$ cat config.mk
export PLATFORM = sky130hd
export DESIGN_NAME = pc_sequencer_flat
export DESIGN_NICKNAME = d
export VERILOG_FILES = /design/src/rtl/pc_sequencer_if.sv /design/src/rtl/pc_sequencer.sv /design/src/flat_wrapper.sv
export SDC_FILE = /design/constraint.sdc
export NUM_CORES = 1
export LEC_CHECK = 0
export ABC_AREA = 0
export CAP_MARGIN = 20
export CORE_MARGIN = 3
export CORE_UTILIZATION = 43
export CTS_CLUSTER_DIAMETER = 60
export CTS_CLUSTER_SIZE = 20
export DETAILED_ROUTE_END_ITERATION = 6
export PLACE_DENSITY = 0.75
export SLEW_MARGIN = 25
export SYNTH_ARGS = -nofsm -noshare
export SYNTH_HDL_FRONTEND = slang
export SYNTH_SLANG_ARGS = --single-unit
export TNS_END_PERCENT = 30
$ cat constraint.sdc
create_clock -name clk -period 1.7 [get_ports clk]
set_input_delay 0.34 -clock clk [delete_from_list [all_inputs] [get_ports clk]]
set_output_delay 0.34 -clock clk [all_outputs]
set_load 0.03 [all_outputs]
$ cat src/rtl/pc_sequencer_if.sv
// Fetch-control bundle between the core's control path (master) and the PC sequencer (slave).
interface pc_sequencer_if #(
    parameter int PC_W = 9
);
    logic            start;
    logic            stall;
    logic            branch;
    logic [PC_W-1:0] target;
    logic            halt;
    logic            call;
    logic            ret;
    logic [PC_W-1:0] pc;
    logic            fetch_valid;
    logic            flush;
    logic            busy;
    logic            done;
    logic [15:0]     branch_count;
    logic            stack_err;

    modport master (
        output start, stall, branch, target, halt, call, ret,
        input  pc, fetch_valid, flush, busy, done, branch_count, stack_err
    );

    modport slave (
        input  start, stall, branch, target, halt, call, ret,
        output pc, fetch_valid, flush, busy, done, branch_count, stack_err
    );
endinterface

$ cat src/rtl/pc_sequencer.sv
// PC sequencer / fetch controller: sequential stepping, taken branches with one flush bubble, halt/start.
// Optional return stack for call/ret is built only when CALL_STACK_EN is defined.
module pc_sequencer #(
    parameter int              PC_W        = 9,
    parameter logic [PC_W-1:0] START_ADDR  = '0,
    parameter int              STACK_DEPTH = 4
) (
    input  logic           clk,
    input  logic           reset,
    pc_sequencer_if.slave  bus
);

    typedef enum logic [1:0] {S_IDLE, S_RUN, S_FLUSH, S_DONE} state_t;

    state_t          state_q, state_d;
    logic [PC_W-1:0] pc_q, pc_d;
    logic [15:0]     branch_count_q, branch_count_d;
    logic [PC_W-1:0] pc_inc;

    function automatic logic [15:0] sat_inc16(input logic [15:0] v);
        return (v == 16'hFFFF) ? v : v + 16'd1;
    endfunction

    assign pc_inc = pc_q + PC_W'(1);

`ifdef CALL_STACK_EN
    localparam int SP_W  = $clog2(STACK_DEPTH + 1);
    localparam int IDX_W = (STACK_DEPTH > 1) ? $clog2(STACK_DEPTH) : 1;

    logic [SP_W-1:0]  sp_q, sp_d;
    logic             stack_err_q, stack_err_d;
    logic [PC_W-1:0]  stack_q [STACK_DEPTH];
    logic             push;
    logic             stack_full, stack_empty;
    logic [IDX_W-1:0] wr_idx, rd_idx;

    assign stack_full  = (sp_q == SP_W'(STACK_DEPTH));
    assign stack_empty = (sp_q == '0);
    assign wr_idx      = IDX_W'(sp_q);
    assign rd_idx      = IDX_W'(sp_q - SP_W'(1));

    // Return addresses are plain storage; only the pointer needs a reset value.
    always_ff @(posedge clk) begin
        if (push) begin
            stack_q[wr_idx] <= pc_inc;
        end
    end
`else
    logic unused_call_ret;
    assign unused_call_ret = bus.call | bus.ret;
`endif

    always_ff @(posedge clk) begin
        if (reset) begin
            state_q        <= S_IDLE;
            pc_q           <= '0;
            branch_count_q <= '0;
`ifdef CALL_STACK_EN
            sp_q           <= '0;
            stack_err_q    <= 1'b0;
`endif
        end else begin
            state_q        <= state_d;
            pc_q           <= pc_d;
            branch_count_q <= branch_count_d;
`ifdef CALL_STACK_EN
            sp_q           <= sp_d;
            stack_err_q    <= stack_err_d;
`endif
        end
    end

    always_comb begin
        state_d        = state_q;
        pc_d           = pc_q;
        branch_count_d = branch_count_q;
`ifdef CALL_STACK_EN
        sp_d           = sp_q;
        stack_err_d    = stack_err_q;
        push           = 1'b0;
`endif
        case (state_q)
            S_IDLE, S_DONE: begin
                if (bus.start) begin
                    pc_d           = START_ADDR;
                    branch_count_d = '0;
                    state_d        = S_RUN;
`ifdef CALL_STACK_EN
                    sp_d           = '0;
                    stack_err_d    = 1'b0;
`endif
                end
            end
            S_RUN: begin
                // Upstream holds branch/halt/call/ret across a stall, so nothing is sampled here while stalled.
                if (!bus.stall) begin
                    if (bus.halt) begin
                        state_d = S_DONE;
                    end else if (bus.branch) begin
                        pc_d           = bus.target;
                        branch_count_d = sat_inc16(branch_count_q);
                        state_d        = S_FLUSH;
                    end
`ifdef CALL_STACK_EN
                    else if (bus.call) begin
                        if (stack_full) begin
                            pc_d        = pc_inc;
                            stack_err_d = 1'b1;
                        end else begin
                            push    = 1'b1;
                            sp_d    = sp_q + SP_W'(1);
                            pc_d    = bus.target;
                            state_d = S_FLUSH;
                        end
                    end else if (bus.ret) begin
                        if (stack_empty) begin
                            pc_d        = pc_inc;
                            stack_err_d = 1'b1;
                        end else begin
                            sp_d    = sp_q - SP_W'(1);
                            pc_d    = stack_q[rd_idx];
                            state_d = S_FLUSH;
                        end
                    end
`endif
                    else begin
                        pc_d = pc_inc;
                    end
                end
            end
            S_FLUSH: begin
                state_d = S_RUN;
            end
            default: begin
                state_d = S_IDLE;
            end
        endcase
    end

    assign bus.pc           = pc_q;
    assign bus.fetch_valid  = (state_q == S_RUN) && !bus.stall;
    assign bus.flush        = (state_q == S_FLUSH);
    assign bus.busy         = (state_q == S_RUN) || (state_q == S_FLUSH);
    assign bus.done         = (state_q == S_DONE);
    assign bus.branch_count = branch_count_q;
`ifdef CALL_STACK_EN
    assign bus.stack_err    = stack_err_q;
`else
    assign bus.stack_err    = 1'b0;
`endif

endmodule
$ cat src/flat_wrapper.sv
// flat-port wrapper written by rule: the top's interface ports become plain ports
module pc_sequencer_flat 
#(
    parameter int              PC_W        = 9,
    parameter logic [PC_W-1:0] START_ADDR  = '0,
    parameter int              STACK_DEPTH = 4
)
  (clk, reset, bus_start, bus_stall, bus_branch, bus_target, bus_halt, bus_call, bus_ret, bus_pc, bus_fetch_valid, bus_flush, bus_busy, bus_done, bus_branch_count, bus_stack_err);
  pc_sequencer_if #(.PC_W(PC_W)) bus_i ();
  input  logic clk;
  input  logic reset;
  input wire logic [$bits(bus_i.start)-1:0] bus_start;
  input wire logic [$bits(bus_i.stall)-1:0] bus_stall;
  input wire logic [$bits(bus_i.branch)-1:0] bus_branch;
  input wire logic [$bits(bus_i.target)-1:0] bus_target;
  input wire logic [$bits(bus_i.halt)-1:0] bus_halt;
  input wire logic [$bits(bus_i.call)-1:0] bus_call;
  input wire logic [$bits(bus_i.ret)-1:0] bus_ret;
  output wire logic [$bits(bus_i.pc)-1:0] bus_pc;
  output wire logic [$bits(bus_i.fetch_valid)-1:0] bus_fetch_valid;
  output wire logic [$bits(bus_i.flush)-1:0] bus_flush;
  output wire logic [$bits(bus_i.busy)-1:0] bus_busy;
  output wire logic [$bits(bus_i.done)-1:0] bus_done;
  output wire logic [$bits(bus_i.branch_count)-1:0] bus_branch_count;
  output wire logic [$bits(bus_i.stack_err)-1:0] bus_stack_err;
  assign bus_i.start = bus_start;
  assign bus_i.stall = bus_stall;
  assign bus_i.branch = bus_branch;
  assign bus_i.target = bus_target;
  assign bus_i.halt = bus_halt;
  assign bus_i.call = bus_call;
  assign bus_i.ret = bus_ret;
  assign bus_pc = bus_i.pc;
  assign bus_fetch_valid = bus_i.fetch_valid;
  assign bus_flush = bus_i.flush;
  assign bus_busy = bus_i.busy;
  assign bus_done = bus_i.done;
  assign bus_branch_count = bus_i.branch_count;
  assign bus_stack_err = bus_i.stack_err;
  pc_sequencer #(.PC_W(PC_W), .START_ADDR(START_ADDR), .STACK_DEPTH(STACK_DEPTH)) u_core (.clk(clk), .reset(reset), .bus(bus_i));
endmodule
==> results of run 1 <==
[repair_timing]
item                                    CTS  global route
gates resized for setup                  49            35
endpoints found under the setup margin   45            30
buffers inserted                         13             2
pin swaps                                18             9
gates cloned                              1             1
[kinds of logic (layout without fill, tap and decap cells)]
kind of cell	after synthesis	after routing	share of synthesized area
AOI/OAI and AO/OA	61	62	0.248
adders and majority gates	5	5	0.0364
buffers and inverters	25	111	0.0786
DFF	27	27	0.315
muxes	5	5	0.0299
other	1	1	0.00218
and+or+nand+nor	84	84	0.291
[sequential cells by signal (all words and copies together) (netlist names)]
name,flops
u_core.bus.branch_count,16
u_core.bus.pc,9
u_core.state_q,2
[worst min path at each step]
stage / slack [ns] / depth (start not counted) / to / from
floorplan: 0.53 / 2 / u_core.bus.pc[5]$_SDFFE_PP0P_ / bus_target[5]
global placement: 0.48 / 2 / u_core.bus.pc[8]$_SDFFE_PP0P_ / u_core.bus.pc[8]$_SDFFE_PP0P_
detailed placement: 0.49 / 2 / u_core.bus.branch_count[1]$_SDFFE_PP0P_ / u_core.bus.branch_count[1]$_SDFFE_PP0P_
CTS: 0.51 / 2 / u_core.bus.branch_count[3]$_SDFFE_PP0P_ / u_core.bus.branch_count[3]$_SDFFE_PP0P_
global route: 0.52 / 2 / u_core.bus.branch_count[13]$_SDFFE_PP0P_ / u_core.bus.branch_count[13]$_SDFFE_PP0P_
finish: 0.50 / 2 / u_core.bus.branch_count[9]$_SDFFE_PP0P_ / u_core.bus.branch_count[9]$_SDFFE_PP0P_
[synth_stat cells (all sizes together), types with 3 or more instances]
cell    instances
a21oi          22
and3            4
buf             9
clkbuf          3
dfxtp          27
ha              5
inv            13
mux2i           4
nand2          17
nand3           8
nand3b          3
nand4           5
nor2            9
nor3            7
nor4            5
o21ai           8
o31ai           9
o32ai           4
or3             4
or4            10
[report_power, final]
part	leakage (nW)	total (mW)	switching [mW]	internal, mW
registers	0.226	0.691	0.0332	0.658
logic	0.911	1.02	0.531	0.494
clock network	0.0217	0.390	0.223	0.167
[through the flow]
step / util / hold WS (ns) / total power [mW] / std cells
after floorplan: - / 0.526 / 1.14 / 208
after global placement: 0.647 / 0.483 / 1.40 / 322
after detailed placement: 0.647 / 0.491 / 1.41 / 322
after CTS: 0.713 / 0.514 / 2.02 / 340
after global routing: 0.754 / 0.521 / 2.20 / 343
final: 0.754 / 0.495 / 2.11 / 343
[worst max-delay path, cell delays in order (launching register included)]
cell and delay, ns:
dfxtp_4 0.39, inv_4 0.04, ha_4 0.27, mux2_4 0.35
o21ai_2 0.18, buf_4 0.19, o21ai_1 0.10, a21oi_1 0.18
[final cells by class]
cell class,count,share of cell area
sequential,27,0.200
tap,48,0.0213
timing repair buffer,94,0.289
clock inverter,1,0.00266
inverter,13,0.0200
multi-input combinational,157,0.452
clock buffer,3,0.0146
[routing by layer]
metal	vias to the layer above	part of all wire	track usage
met3	22	0.073	0.0493
met5	-	0	0
li1	982	-	-
met1	977	0.41	0.289
met4	0	0.029	0.0694
met2	94	0.49	0.390
==> metrics.md, run 1 <==
| Metric | Value |
|---|---|
| Vias in the first global route | `1901` |
| Clock skew | `~0.0073 ns` |
| R2R setup slack | `-0.07 ns` |
| Die area | `4790 um2` |
| Cts hold-fix bufs | `0` |
| Max-cap violations | `0` |
| Die height | `about 70 um` |
| Detailed Place HPWL | `3.78 mm` |
| Initial DRC count | `151` |
| First-pass GRT wire length | `9.11 mm` |
| Skew-Pair Late Insertion Delay | `0.28 ns` |
| Failing checks | `negative setup slack` |
| Antenna diodes | `0` |
| Post-Synthesis Cells | `208` |
| Multi-input gate area | `1280 um2` |
| Leak | `about 1.2 nW` |
| Max Clock Freq | `564 MHz` |
| I/O pins | `47` |
| Sink Count | `27` |
| Top-area cell type share of the netlist area | `0.315` |
| Worst Reg2Reg Path Length in Cells | `7` |
| Wire per inst | `17.6 um` |
| CTS clk-pin slew, worst paths | `0.10 ns` |
| Layout cells sized above 1 | `0.383` |
| Fraction of registers with async set/reset | `0` |
| Crit path kind | `flop to flop` |
| Max-slew violations | `0` |
| Vias per cell | `6.05` |
| Slack of the critical path | `-0.0738 ns` |
| Vias | `between 2000 and 2500` |
| TritonCTS clock tree | `built` |
| Outcome | `finished, violations left` |
| Post-route DRC | `0` |
| Routed Antenna Nets | `0` |
| Setup tns final | `-0.249 ns` |
| Dominant synthesized flop cell | `dfxtp_1` |
| Routed wire length | `6.03 mm` |
| EDFF count, synth | `0` |
| Initial antenna violation count | `0` |
| RSZ-0062 raised after global routing | `true` |
| Post-Place Cell Area | `2420 um2` |
| Starting Density | `0.459` |
| Fin area | `2820 um2` |
| Final Hold Fails | `0` |
| Area growth from synthesis to layout | `64.2%` |
| Worst hold path class | `flop to flop` |
| DP Worst Slack | `-0.442 ns` |
| Avg Cell Area, Syn | `8.26 um2` |
| CTS root buf | `clkbuf_8` |
| Most common cell after layout, fill and taps aside | `buf_4` |
| Most frequent cells in the layout | `47 x buf_4, 22 x dlygate4sd2_1, 17 x a21oi_1` |
| GP Congestion | `0.916` |
| Seq/Total Area, Yosys | `0.315` |
| Crit path required time | `approximately 1.9 ns` |
| GRT Util Overall | `0.229` |
| Critical Path AT | `1.97 ns` |
| Nets | `318` |
| Final global-route overflow total | `0` |
| Startpoint Class | `flop` |
| Terminus of the critical flop-to-flop path | `u_core.bus.branch_count[1]$_SDFFE_PP0P_` |
| Core Rows | `22` |
| Crit end category | `flop` |
| Post-synth top area cell | `dfxtp_1` |
| Setup crit end | `u_core.bus.branch_count[1]$_SDFFE_PP0P_` |
| Synthesis warning total | `0` |
| Die width | `69.2 um` |
| Filler cells | `261` |
| Max FO, Critical Path | `7` |
| CTS Buffer Depth | `2` |
| Cell Pwr Density | `746 nW/um2` |
| Top cells by area, synth | `dfxtp_1 31%, a21oi_1 6.4%, or4_1 4.4%, o31ai_1 3.9%, nand2_1 3.7%` |
| Seq cells post-synth | `27` |
| Largest net degree at the start of global routing | `18` |
| H-tree Lvls | `1` |
| IO buf count | `43` |
| Core box area | `3740 um2` |
| Reg2Reg Launch Point | `u_core.state_q[0]$_SDFFE_PP0P_` |
| TritonCTS Buffers | `3` |
| Syn_nets | `230` |
| Worst vdd ir | `~910 uV` |
| Setup violators final | `8` |
| Reg area | `566 um2` |
| Final period demand of the worst path | `roughly 1.8 ns` |
| Synth Cell Area | `1720 um2` |
| Netlist cell types | `53` |
| Drt pass-1 iters | `5` |
| Worst setup startpoint | `u_core.state_q[0]$_SDFFE_PP0P_` |
| Period utilization | `1.04` |
No activity file was read; power rests on OpenSTA's default activity.
==> run 2: changes to the inputs <==
- TNS_END_PERCENT: 30 -> unset
==> run 2 against run 1 <==
Against the previous run:
- sequential share of layout area up 0.44 points
- largest power group unchanged
- die area unchanged
- largest cell class unchanged
- the flow still finishes with violations (negative setup slack)
- sequential power is essentially flat
- clock-buffer cell count stayed put
- cell area fell by 3.2%
- total power fell by 3.4%
- register-to-register slack is essentially flat
- highest routed layer unchanged
==> metrics.md, run 2 (synthesized netlist as in run 1, its figures left out) <==
| Metric | Value |
|---|---|
| Outcome | `finished, violations left` |
| Failing checks | `negative setup slack` |
| CTS clk-pin slew, worst paths | `0.10 ns (about the same)` |
| Core box area | `3740 um2 (unchanged)` |
| Crit end category | `flop` |
| Final global-route overflow total | `0 (unchanged)` |
| Finished Layout Cells | `331 (-3.5%)` |
| Max FO, Critical Path | `8 (+1)` |
| DR WL met3 | `310 um (-30%)` |
| Crit path required time | `1.92 ns (+0.02 ns)` |
| Antenna diodes | `0 (unchanged)` |
| Terminus of the critical flop-to-flop path | `u_core.bus.branch_count[14]$_SDFFE_PP0P_` |
| Hold_ws | `0.504 ns (+0.00880 ns)` |
| Period utilization | `1.04 (-0.00828)` |
| Most frequent cells in the layout | `36 x buf_4, 22 x dlygate4sd2_1, 16 x nand2_1, 16 x dfxtp_1, 15 x a21oi_1` |
| Filler cells | `290 (+11%)` |
| TritonCTS clock tree | `built` |
| Least-Margin Pin Slew | `0.678 ns` |
| Worst Reg2Reg Path Length in Cells | `6 (-1)` |
| Cts hold-fix bufs | `0 (unchanged)` |
| Most common cell after layout, fill and taps aside | `buf_4` |
| Met2 wire length | `2.65 mm (-9.6%)` |
| H-tree Lvls | `1 (unchanged)` |
| Nets | `306 (-3.8%)` |
| Hold path endpoint | `u_core.bus.pc[8]$_SDFFE_PP0P_` |
| Critical Path AT | `1.98 ns (about the same)` |
| Startpoint Class | `flop` |
| Setup violators final | `13 (+5)` |
| Die area | `4790 um2 (unchanged)` |
| Hold Startpoint | `u_core.bus.pc[8]$_SDFFE_PP0P_` |
| Initial DRC count | `142 (-6.0%)` |
| Initial antenna violation count | `0 (unchanged)` |
| Core Rows | `22 (unchanged)` |
| Hold Path Depth | `2 (unchanged)` |
| GP Congestion | `0.863 (-5.8%)` |
| Leak | `1.12 nW (-2.9%)` |
| TritonCTS Buffers | `3 (unchanged)` |
| GRT Util Overall | `0.214 (-0.0155)` |
| Routed Antenna Nets | `0 (unchanged)` |
| Skew-Pair Late Insertion Delay | `0.28 ns (about the same)` |
| Starting Density | `0.459 (unchanged)` |
| First-pass GRT wire length | `8.58 mm (-5.8%)` |
| Detailed Place HPWL | `3.56 mm (-5.7%)` |
| Max-slew violations | `0 (unchanged)` |
| Vias in the first global route | `1756 (-7.6%)` |
| DP Worst Slack | `-0.392 ns (+0.0497 ns)` |
| Final period demand of the worst path | `1.76 ns (-0.0141 ns)` |
| Cell Pwr Density | `745 nW/um2 (-0.16%)` |
| Max Clock Freq | `568 MHz (+0.80%)` |
| Post-route DRC | `0 (unchanged)` |
| Placed Instances | `318 (-1.2%)` |
| CTS Buffer Depth | `2 (unchanged)` |
| Slack of the critical path | `-0.0597 ns (+0.0141 ns)` |
| Vias | `1977 (-4.7%)` |
| Number of flip-flops under the largest register name | `16 (unchanged)` |
| Reg2Reg Launch Point | `u_core.state_q[0]$_SDFFE_PP0P_` |
| Drt pass-1 iters | `4 (-1)` |
| RSZ-0062 raised after global routing | `true` |
| R2R setup slack | `-0.06 ns (about the same)` |
| Largest net degree at the start of global routing | `18 (unchanged)` |
| Die height | `69.2 um (unchanged)` |
| Wire per inst | `16.6 um (-5.7%)` |
| Vias per cell | `5.97 (-1.3%)` |
| Relative slew slack | `0.545` |
| WL met1 | `2.43 mm (-2.1%)` |
| Layout cells sized above 1 | `0.357 (-0.0262)` |
| Die width | `69.2 um (unchanged)` |
| Area growth from synthesis to layout | `58.9%` |
| Setup tns final | `-0.452 ns (-0.203 ns)` |
| Clock skew | `0.00487 ns (-0.00238 ns)` |
| Routed wire length | `5.48 mm (-9.0%)` |
| CTS root buf | `clkbuf_8` |
| Sink Count | `27 (unchanged)` |
| Worst hold path class | `flop to flop` |
| Crit path kind | `flop to flop` |
| IO buf count | `43 (unchanged)` |
| Worst vdd ir | `748 uV (-18%)` |
| I/O pins | `47 (unchanged)` |
| Final Hold Fails | `0 (unchanged)` |
| Max-cap violations | `0 (unchanged)` |
| Top Layer Used | `met4` |
==> run 2: through the flow <==
step	instance area [um2]	total power, mW	util
after floorplan	1770	1.14	-
after global placement	2390	1.40	0.639
after detailed placement	2390	1.40	0.639
after CTS	2540	1.89	0.679
after global routing	2730	2.14	0.729
final	2730	2.03	0.729
==> run 2: worst max path at each step <==
| stage | from | to | slack (ns) |
|---|---|---|---|
| final | u_core.state_q[0]$_SDFFE_PP0P_ | u_core.bus.branch_count[14]$_SDFFE_PP0P_ | -0.06 |
| after global routing | u_core.state_q[0]$_SDFFE_PP0P_ | u_core.bus.branch_count[13]$_SDFFE_PP0P_ | -0.13 |
| after CTS | u_core.state_q[0]$_SDFFE_PP0P_ | u_core.bus.branch_count[4]$_SDFFE_PP0P_ | -0.07 |
| after detailed placement | bus_stall | u_core.bus.branch_count[11]$_SDFFE_PP0P_ | -0.39 |
| after global placement | bus_stall | u_core.bus.branch_count[11]$_SDFFE_PP0P_ | -0.37 |
| after floorplan | u_core.state_q[1]$_SDFFE_PP0P_ | u_core.bus.pc[7]$_SDFFE_PP0P_ | -0.006 |
==> run 2: repair_timing <==
| item | 4_1_cts | 5_1_grt |
|---|---|---|
| pin swaps | 13 | 25 |
| resized for setup | 43 | 39 |
| cloned | 0 | 1 |
| endpoints found under the hold margin | 0 | 0 |
| setup buffers | 7 | 2 |
| endpoints found under the setup margin | 45 | 31 |
==> run 2: final cells by class <==
cell class	count	area (um2)	share of cell area
tap	48	60.1	0.0220
multi-input combinational	157	1280	0.471
timing repair buffer	82	723	0.265
clock buffer	3	41.3	0.0151
clock inverter	1	5.00	0.00183
sequential	27	559	0.205
inverter	13	56.3	0.0206
==> run 2: where the power goes <==
part / internal [mW] / switching [mW] / leakage (nW)
combinational: 0.446 / 0.516 / 0.876
sequential: 0.659 / 0.0322 / 0.224
clock: 0.165 / 0.216 / 0.0255
==> run 2: routing by layer <==
metal | global-route usage | vias up
met4 | 0.0694 | 0
li1 | - | 949
met2 | 0.338 | 68
met5 | 0 | -
met1 | 0.299 | 951
met3 | 0.0304 | 9
==> run 2: critical path, cell delays in order (launching register included) <==
cell and delay (ns):
dfxtp_4 0.39, inv_4 0.04, ha_4 0.24, mux2_4 0.26, o21ai_4 0.11, or4_1 0.53
a21oi_1 0.12
